==> src/rtl/adder_pkg.sv <==
// Shared types and helpers for the pipelined adder/subtractor.
// The operand and sum vectors stay in the top because their width comes from a module parameter.
package adder_pkg;

  localparam logic OP_ADD = 1'b0;
  localparam logic OP_SUB = 1'b1;

  function automatic int chunk_width(input int width, input int stages);
    return width / stages;
  endfunction

  // Per-stage control record; carry is the carry out of the chunk this stage resolved
  typedef struct packed {
    logic valid;
    logic carry;
    logic a_msb;
    logic b_msb;
  } stage_ctl_t;

endpackage

==> src/rtl/adder_chunk.sv <==
// Combinational ripple adder for one pipeline chunk.
module adder_chunk #(
  parameter int WIDTH = 8
) (
  input  logic [WIDTH-1:0] a,
  input  logic [WIDTH-1:0] b,
  input  logic             cin,
  output logic [WIDTH-1:0] sum,
  output logic             cout
);

  logic [WIDTH:0] total;

  assign total = {1'b0, a} + {1'b0, b} + (WIDTH+1)'(cin);
  assign sum   = total[WIDTH-1:0];
  assign cout  = total[WIDTH];

endmodule

==> src/rtl/adder_pipe.sv <==
// Pipelined add/subtract: one CHUNK-bit slice resolved per stage, carry registered between stages.
// The last stage register is the output register; the whole pipe stalls when the output is held.
module adder_pipe
  import adder_pkg::*;
#(
  parameter int WIDTH  = 32,
  parameter int STAGES = 4
) (
  input  logic             clk,
  input  logic             rst,
  input  logic             in_valid,
  output logic             in_ready,
  input  logic [WIDTH-1:0] i_1,
  input  logic [WIDTH-1:0] i_2,
  input  logic             invert_i_2,
  output logic             out_valid,
  input  logic             out_ready,
  output logic [WIDTH-1:0] o,
  output logic             carry_out,
  output logic             overflow_flag,
  output logic             zero_flag
);

  localparam int CHUNK = chunk_width(WIDTH, STAGES);
  localparam int LAST  = STAGES - 1;

  logic             advance;
  logic [WIDTH-1:0] b_eff;

  stage_ctl_t       ctl_in [STAGES];
  stage_ctl_t       ctl_d  [STAGES];
  stage_ctl_t       ctl_q  [STAGES];
  logic [WIDTH-1:0] a_in   [STAGES];
  logic [WIDTH-1:0] b_in   [STAGES];
  logic [WIDTH-1:0] s_in   [STAGES];
  logic [WIDTH-1:0] s_d    [STAGES];
  logic [WIDTH-1:0] a_q    [STAGES];
  logic [WIDTH-1:0] b_q    [STAGES];
  logic [WIDTH-1:0] s_q    [STAGES];
  logic             ovf_q;
  logic             zero_q;

  assign advance  = ~out_valid | out_ready;
  assign in_ready = advance;
  assign b_eff    = (invert_i_2 == OP_SUB) ? ~i_2 : i_2;

  for (genvar k = 0; k < STAGES; k++) begin : g_stage
    logic [CHUNK-1:0] slice;
    logic             cout;
    logic [WIDTH-1:0] placed;

    if (k == 0) begin : g_head
      assign ctl_in[k] = '{valid: in_valid, carry: invert_i_2,
                           a_msb: i_1[WIDTH-1], b_msb: b_eff[WIDTH-1]};
      assign a_in[k]   = i_1;
      assign b_in[k]   = b_eff;
      assign s_in[k]   = '0;
    end else begin : g_body
      assign ctl_in[k] = ctl_q[k-1];
      assign a_in[k]   = a_q[k-1];
      assign b_in[k]   = b_q[k-1];
      assign s_in[k]   = s_q[k-1];
    end

    adder_chunk #(.WIDTH(CHUNK)) u_chunk (
      .a    (a_in[k][k*CHUNK +: CHUNK]),
      .b    (b_in[k][k*CHUNK +: CHUNK]),
      .cin  (ctl_in[k].carry),
      .sum  (slice),
      .cout (cout)
    );

    // Bubbles carry all-zero data, so unresolved sum bits are always zero and can simply be OR-ed.
    assign placed   = WIDTH'(slice) << (k*CHUNK);
    assign s_d[k]   = ctl_in[k].valid ? (s_in[k] | placed) : '0;
    assign ctl_d[k] = ctl_in[k].valid
                      ? '{valid: 1'b1, carry: cout, a_msb: ctl_in[k].a_msb, b_msb: ctl_in[k].b_msb}
                      : '0;
  end

  always_ff @(posedge clk) begin
    if (rst) begin
      for (int k = 0; k < STAGES; k++) begin
        ctl_q[k] <= '0;
        s_q[k]   <= '0;
        a_q[k]   <= '0;
        b_q[k]   <= '0;
      end
      ovf_q  <= 1'b0;
      zero_q <= 1'b0;
    end else if (advance) begin
      for (int k = 0; k < STAGES; k++) begin
        ctl_q[k] <= ctl_d[k];
        s_q[k]   <= s_d[k];
        a_q[k]   <= a_in[k];
        b_q[k]   <= b_in[k];
      end
      ovf_q  <= ctl_d[LAST].valid & (ctl_d[LAST].a_msb == ctl_d[LAST].b_msb)
                & (s_d[LAST][WIDTH-1] != ctl_d[LAST].a_msb);
      zero_q <= ctl_d[LAST].valid & (s_d[LAST] == '0);
    end
  end

  assign out_valid     = ctl_q[LAST].valid;
  assign o             = s_q[LAST];
  assign carry_out     = ctl_q[LAST].carry;
  assign overflow_flag = ovf_q;
  assign zero_flag     = zero_q;

endmodule
==> config.mk <==
export PLATFORM = sky130hd
export DESIGN_NAME = adder_pipe
export DESIGN_NICKNAME = d
export VERILOG_FILES = /design/src/rtl/adder_pkg.sv /design/src/rtl/adder_chunk.sv /design/src/rtl/adder_pipe.sv
export SDC_FILE = /design/constraint.sdc
export NUM_CORES = 1
export LEC_CHECK = 0
export ABC_AREA = 0
export ABC_CLOCK_PERIOD_IN_PS = 6350
export CAP_MARGIN = 10
export CELL_PAD_IN_SITES_DETAIL_PLACEMENT = 1
export CELL_PAD_IN_SITES_GLOBAL_PLACEMENT = 2
export CORE_UTILIZATION = 39
export CTS_CLUSTER_SIZE = 10
export DETAILED_ROUTE_END_ITERATION = 8
export PLACE_DENSITY_LB_ADDON = 0.1
export REMOVE_ABC_BUFFERS = 1
export SLEW_MARGIN = 20
export SYNTH_ARGS = -nofsm -noshare
export SYNTH_HDL_FRONTEND = slang
export SYNTH_SLANG_ARGS = --single-unit
==> constraint.sdc <==
create_clock -name clk -period 6.35 [get_ports clk]
set_clock_uncertainty 0.05 [all_clocks]
set_input_delay 1.27 -clock clk [delete_from_list [all_inputs] [get_ports clk]]
set_output_delay 1.27 -clock clk [all_outputs]
set_load 0.05 [all_outputs]
# Word-level counts from Yosys, hierarchy flattened

Memories as Yosys holds them, arrays and structs flattened.
Index checks and enable logic that the tools add are counted.

Add/sub/neg operators: 8
Bitwise operators: 25
Eq/ne operators: 2
Muxes and demuxes: 30
Reductions and logical operators: 1

Operators with widths:

| cell             | count |
|---|---|
| $mux 32          | 16 |
| $add 8x8->9      | 4 |
| $add 9x1->9      | 4 |
| $logic_not 32->1 | 1 |
| $mux 4           | 8 |
| $not 32->32      | 1 |
| $or 32x16->32    | 1 |
| $or 32x24->32    | 1 |
| $or 32x32->32    | 1 |
| $or 1x1->1       | 17 |
| $mux 8           | 1 |
| $mux 1           | 5 |
| $and 1x1->1      | 3 |
| $eq 1x1->1       | 1 |
| $ne 1x1->1       | 1 |
| $not 1->1        | 1 |

Output and inout bits: 37
Bits of input ports: 69
Memory bits (writable): 400
Flip-flop bits (word level): 2
Memories kept: 4

Memories:

| name  | words | width | rd ports | clocked after memory_dff | wr ports | RTL line         | text |
|---|---|---|---|---|---|---|---|
| a_q   | 4     | 32    | 3        | 0                        | 4        | adder_pipe.sv:37 | `logic [WIDTH-1:0] a_q [STAGES];` |
| b_q   | 4     | 32    | 3        | 0                        | 4        | adder_pipe.sv:38 | `logic [WIDTH-1:0] b_q [STAGES];` |
| s_q   | 4     | 32    | 4        | 0                        | 4        | adder_pipe.sv:39 | `logic [WIDTH-1:0] s_q [STAGES];` |
| ctl_q | 4     | 4     | 4        | 0                        | 4        | adder_pipe.sv:32 | `stage_ctl_t ctl_q [STAGES];` |

# Logic depth before layout (Yosys ltp)

An unclocked memory read counts as a cell.

Depth after elaboration: 7
Gate-level depth with buffers: 11
Gate-level depth less buffers: 10

# Modules after synthesis

A second synthesis with hierarchy kept.

Cells, all modules: 629
Area, all modules: 8808.4 µm²

By module, submodules not included:

| module                               | times used | area an instance (µm²) | sequential area each (µm²) | cells each |
|---|---|---|---|---|
| adder_pipe                           | 1          | 7467.2                 | 5745.5                     | 468 |
| adder_chunk (g_stage[0].u_chunk ...) | 3          | 331.6                  | 0.0                        | 40 |
| adder_chunk (g_stage[1].u_chunk)     | 1          | 346.6                  | 0.0                        | 41 |

# Least setup slack after synthesis

No wires, ideal clock.

Kind: input to register
Start: input port out_ready
End: memory a_q[0][10], enable pin
Path slack: 0.209 ns
Buffers on the path: 0
Required time: 5.759 ns
Library setup time: 0.541 ns
Data arrival time: 5.550 ns
Stages: 3
Cells stage by stage: nand2b_1 nor2_1 inv_1

RTL lines:

| item               | RTL line         | text |
|---|---|---|
| start: declaration | adder_pipe.sv:17 | `input logic out_ready,` |
| end: declaration   | adder_pipe.sv:37 |  |

# Worst setup path after layout

Start: input port out_ready
End: output port in_ready

Cells in the longest elaborated chain, start to end: 1

RTL lines:

| item             | RTL line         | text |
|---|---|---|
| $or 1x1->1       | adder_pipe.sv:43 | `assign advance = ~out_valid \| out_ready;` |
| end: declaration | adder_pipe.sv:12 | `output logic in_ready,` |

Every way passes these cells.

==> results.yml <==
power:
  power_frac_comb_pct: 9.3
  p_leak_nw: 4.44
  swShare_pct: 23.2
  p_per_area_nw_per_um2: 259
  p_clk_share_pct: 36.7
  power_frac_seq_pct: 54.1
  p_switching_uw: 629
  vdd_drop_max_uv: 128
  internal_power_mw: 2.08
floorplanning:
  num_rows: 53
  core-area_um2: 21300
  die_h_um: 150
  start_util_pct: 40.3
  dieWidth_um: 150
  die_area_um2: 22600
  boundaryPins: 106
worst_setup_path:
  worstPathCellList: "clkdlybuf4s50_1, nand2b_1, clkdlybuf4s50_1"
  crit_path_max_incr_delay_ps: 820
  arrival_ps: 2720
  cp-start-kind: "input port"
  crit_top_cell: "clkdlybuf4s50_1"
  critical_path_class: "input port to output pin"
  slowest_stage: "clkdlybuf4s50_1"
  reg2regPathDepth: 7
  rrSetupSlack_ps: 3820
  r2r-end: "overflow_flag"
  regToRegStartpoint: "a_q[0][88]"
  cp_max_fo: 4
  required_ps: 5030
  endpoint_kind: "output pin"
timing:
  fmax_ghz: 0.247
  worst_pin_slew_ps: 1050
  slew_violations: 0
  rsz0062_at_grt: "no"
  timing.final.crit_share_pct: 63.6
  hold_violations: 0
  setup_violations: 0
  min_period_ps: 4040
  maxSlewHeadroom_pct: 30.0
  setup_slack_ps: 2310
  fin_setup_tns_ps: 0
place:
  io_buffers: 105
  gp_congestion: 0.757
  pre_cts_ws_ps: 2300
  post-dp-hpwl_um: 10400
global_route:
  grt_first_pass_wirelength_um: 25200
  grt_pass1_vias: 5026
  grt_remaining_overflow: 0
  gr-usage-all-layers_pct: 14.7
  antenna_found_initial: 0
  grt_max_degree: 133
clocking:
  cts_tree: "done"
  cts_buffers: 17
  path_clk_slew_ps: 70
  ctsHoldBuffers: 0
  ctsHtreeMaxLevel: 4
  post_cts_buffers: 0
  cts_root_buf: "clkbuf_16"
  cts.repair.resized: 0
  ctsLongestPathBuffers: 2
  clk_latency_ps: 430
  cts_sinks: 192
detailed_routing:
  avgViaCountPerCell: 4.86
  num_vias: 4918
  dr.pass1.iters: 4
  drtIter0Drc: 310
  wirelength_um: 15500
  wl_per_cell_um: 15.4
  drc: 0
  antenna_left: 0
synthesis:
  ys_seq_area_share_pct: 67.1
  syn_avg_cell_area_um2: 13.8
  syn_inst: 622
  synthFlopType: "edfxtp_1"
  ys_types: 47
  synth_async_sr_flop_share_pct: 0
  yosysWarnings: 0
  synth_edf_count: 190
  synth_top_area_share_pct: 66.6
  synth_area_leader_cell: "edfxtp_1"
  ys_ff_latch: 192
  synth_area_leaders: "edfxtp_1 (67%), and2_1 (5.5%), and3_1 (4.3%)"
  synthesis.area_um2: 8570
layout:
  diodes: 0
  syn_to_final_growth_pct: 22.2
  layout_commonest_cell: "edfxtp_1"
  final_cell_mix: "edfxtp_1 (190), clkdlybuf4s50_1 (104), and2_1 (76)"
  drive_gt1_share_pct: 6.38
  fin_nets: 828
worst_hold_path:
  min_path_cells: 2
  holdPathEnd: "overflow_flag"
  min_path_type: "register to register"
  hp-start: "overflow_flag"
status:
  status: "complete, no violations"
run:
  cap_violations: 0
-- worst max-delay path, delay by kind of cell --
family | cells | cell delay (ps)
simple gates | 1 | 170
buf+inv | 2 | 1280
-- stage by stage --
stage               instance area (um^2)  util, %  hold WS, ps  std cells  total power [mW]
detailed placement                  9920     46.6          408        980              1.75
floorplan                           8460        -          447        594              1.64
CTS                                10500     49.2          421       1012              2.75
global placement                    9920     46.6          402        980              1.74
global route                       10500     49.2          444       1012              2.82
finish                             10500     49.2          412       1012              2.71
-- final cells by class --
| cell class | instances | area (um^2) |
|---|---|---|
| Tap cell | 275 | 344 |
| Inverter | 23 | 91.3 |
| Clock buffer | 17 | 425 |
| Multi-Input combinational cell | 379 | 2640 |
| Sequential cell | 192 | 5750 |
| Fill cell | 2165 | 10800 |
| Clock inverter | 15 | 125 |
| Timing Repair Buffer | 111 | 1100 |
-- power by group through the flow --
stage	Combinational, mW	Clock [mW]	Sequential (mW)
floorplan	0.137	0	1.50
global placement	0.245	0	1.49
detailed placement	0.254	0	1.49
CTS	0.256	1.02	1.47
global route	0.281	1.07	1.47
finish	0.251	0.995	1.46
-- flip-flops by register name, indices dropped and copies added (netlist names) --
signal         flops
s_q               80
a_q               48
zero_flag          1
ctl_q             14
b_q               48
overflow_flag      1
-- how the worst max path moves through the flow --
stage	start	end	depth (start not counted)
after detailed placement	out_ready	in_ready	3
after global routing	out_ready	in_ready	3
after floorplan	out_ready	a_q[0][10]	3
after global placement	out_ready	in_ready	3
after CTS	out_ready	in_ready	3
final	out_ready	in_ready	3
-- per-layer routing --
layer / GRT usage (%) / wire, um
met1: 18.6 / 7180
met2: 24.3 / 7480
met3: 2.55 / 555
met4: 7.02 / 318
met5: 0 / 0
-- synthesized netlist by cell type, types with 7 or more instances --
master,count
inv_1,23
and2_1,76
o21ai_0,13
fa_1,7
edfxtp_1,190
ha_1,28
clkbuf_1,25
and3_1,59
xnor2_1,31
xor2_1,12
nor2_1,53
a21o_1,7
a21oi_1,11
nor2b_1,8
nor3_1,12
nand2_1,10
-- cells by family (layout without fill, tap and decap cells) --
group	count (synthesis)	after routing	synth area share, %
mux	4	4	0.511
buf+inv	51	166	2.25
compound gates	55	55	4.29
xor+xnor	43	43	4.40
flops	192	192	67.1
simple gates	242	242	15.8
fa+ha+maj	35	35	5.72
Note: power is estimated with default switching activity, not from simulation.
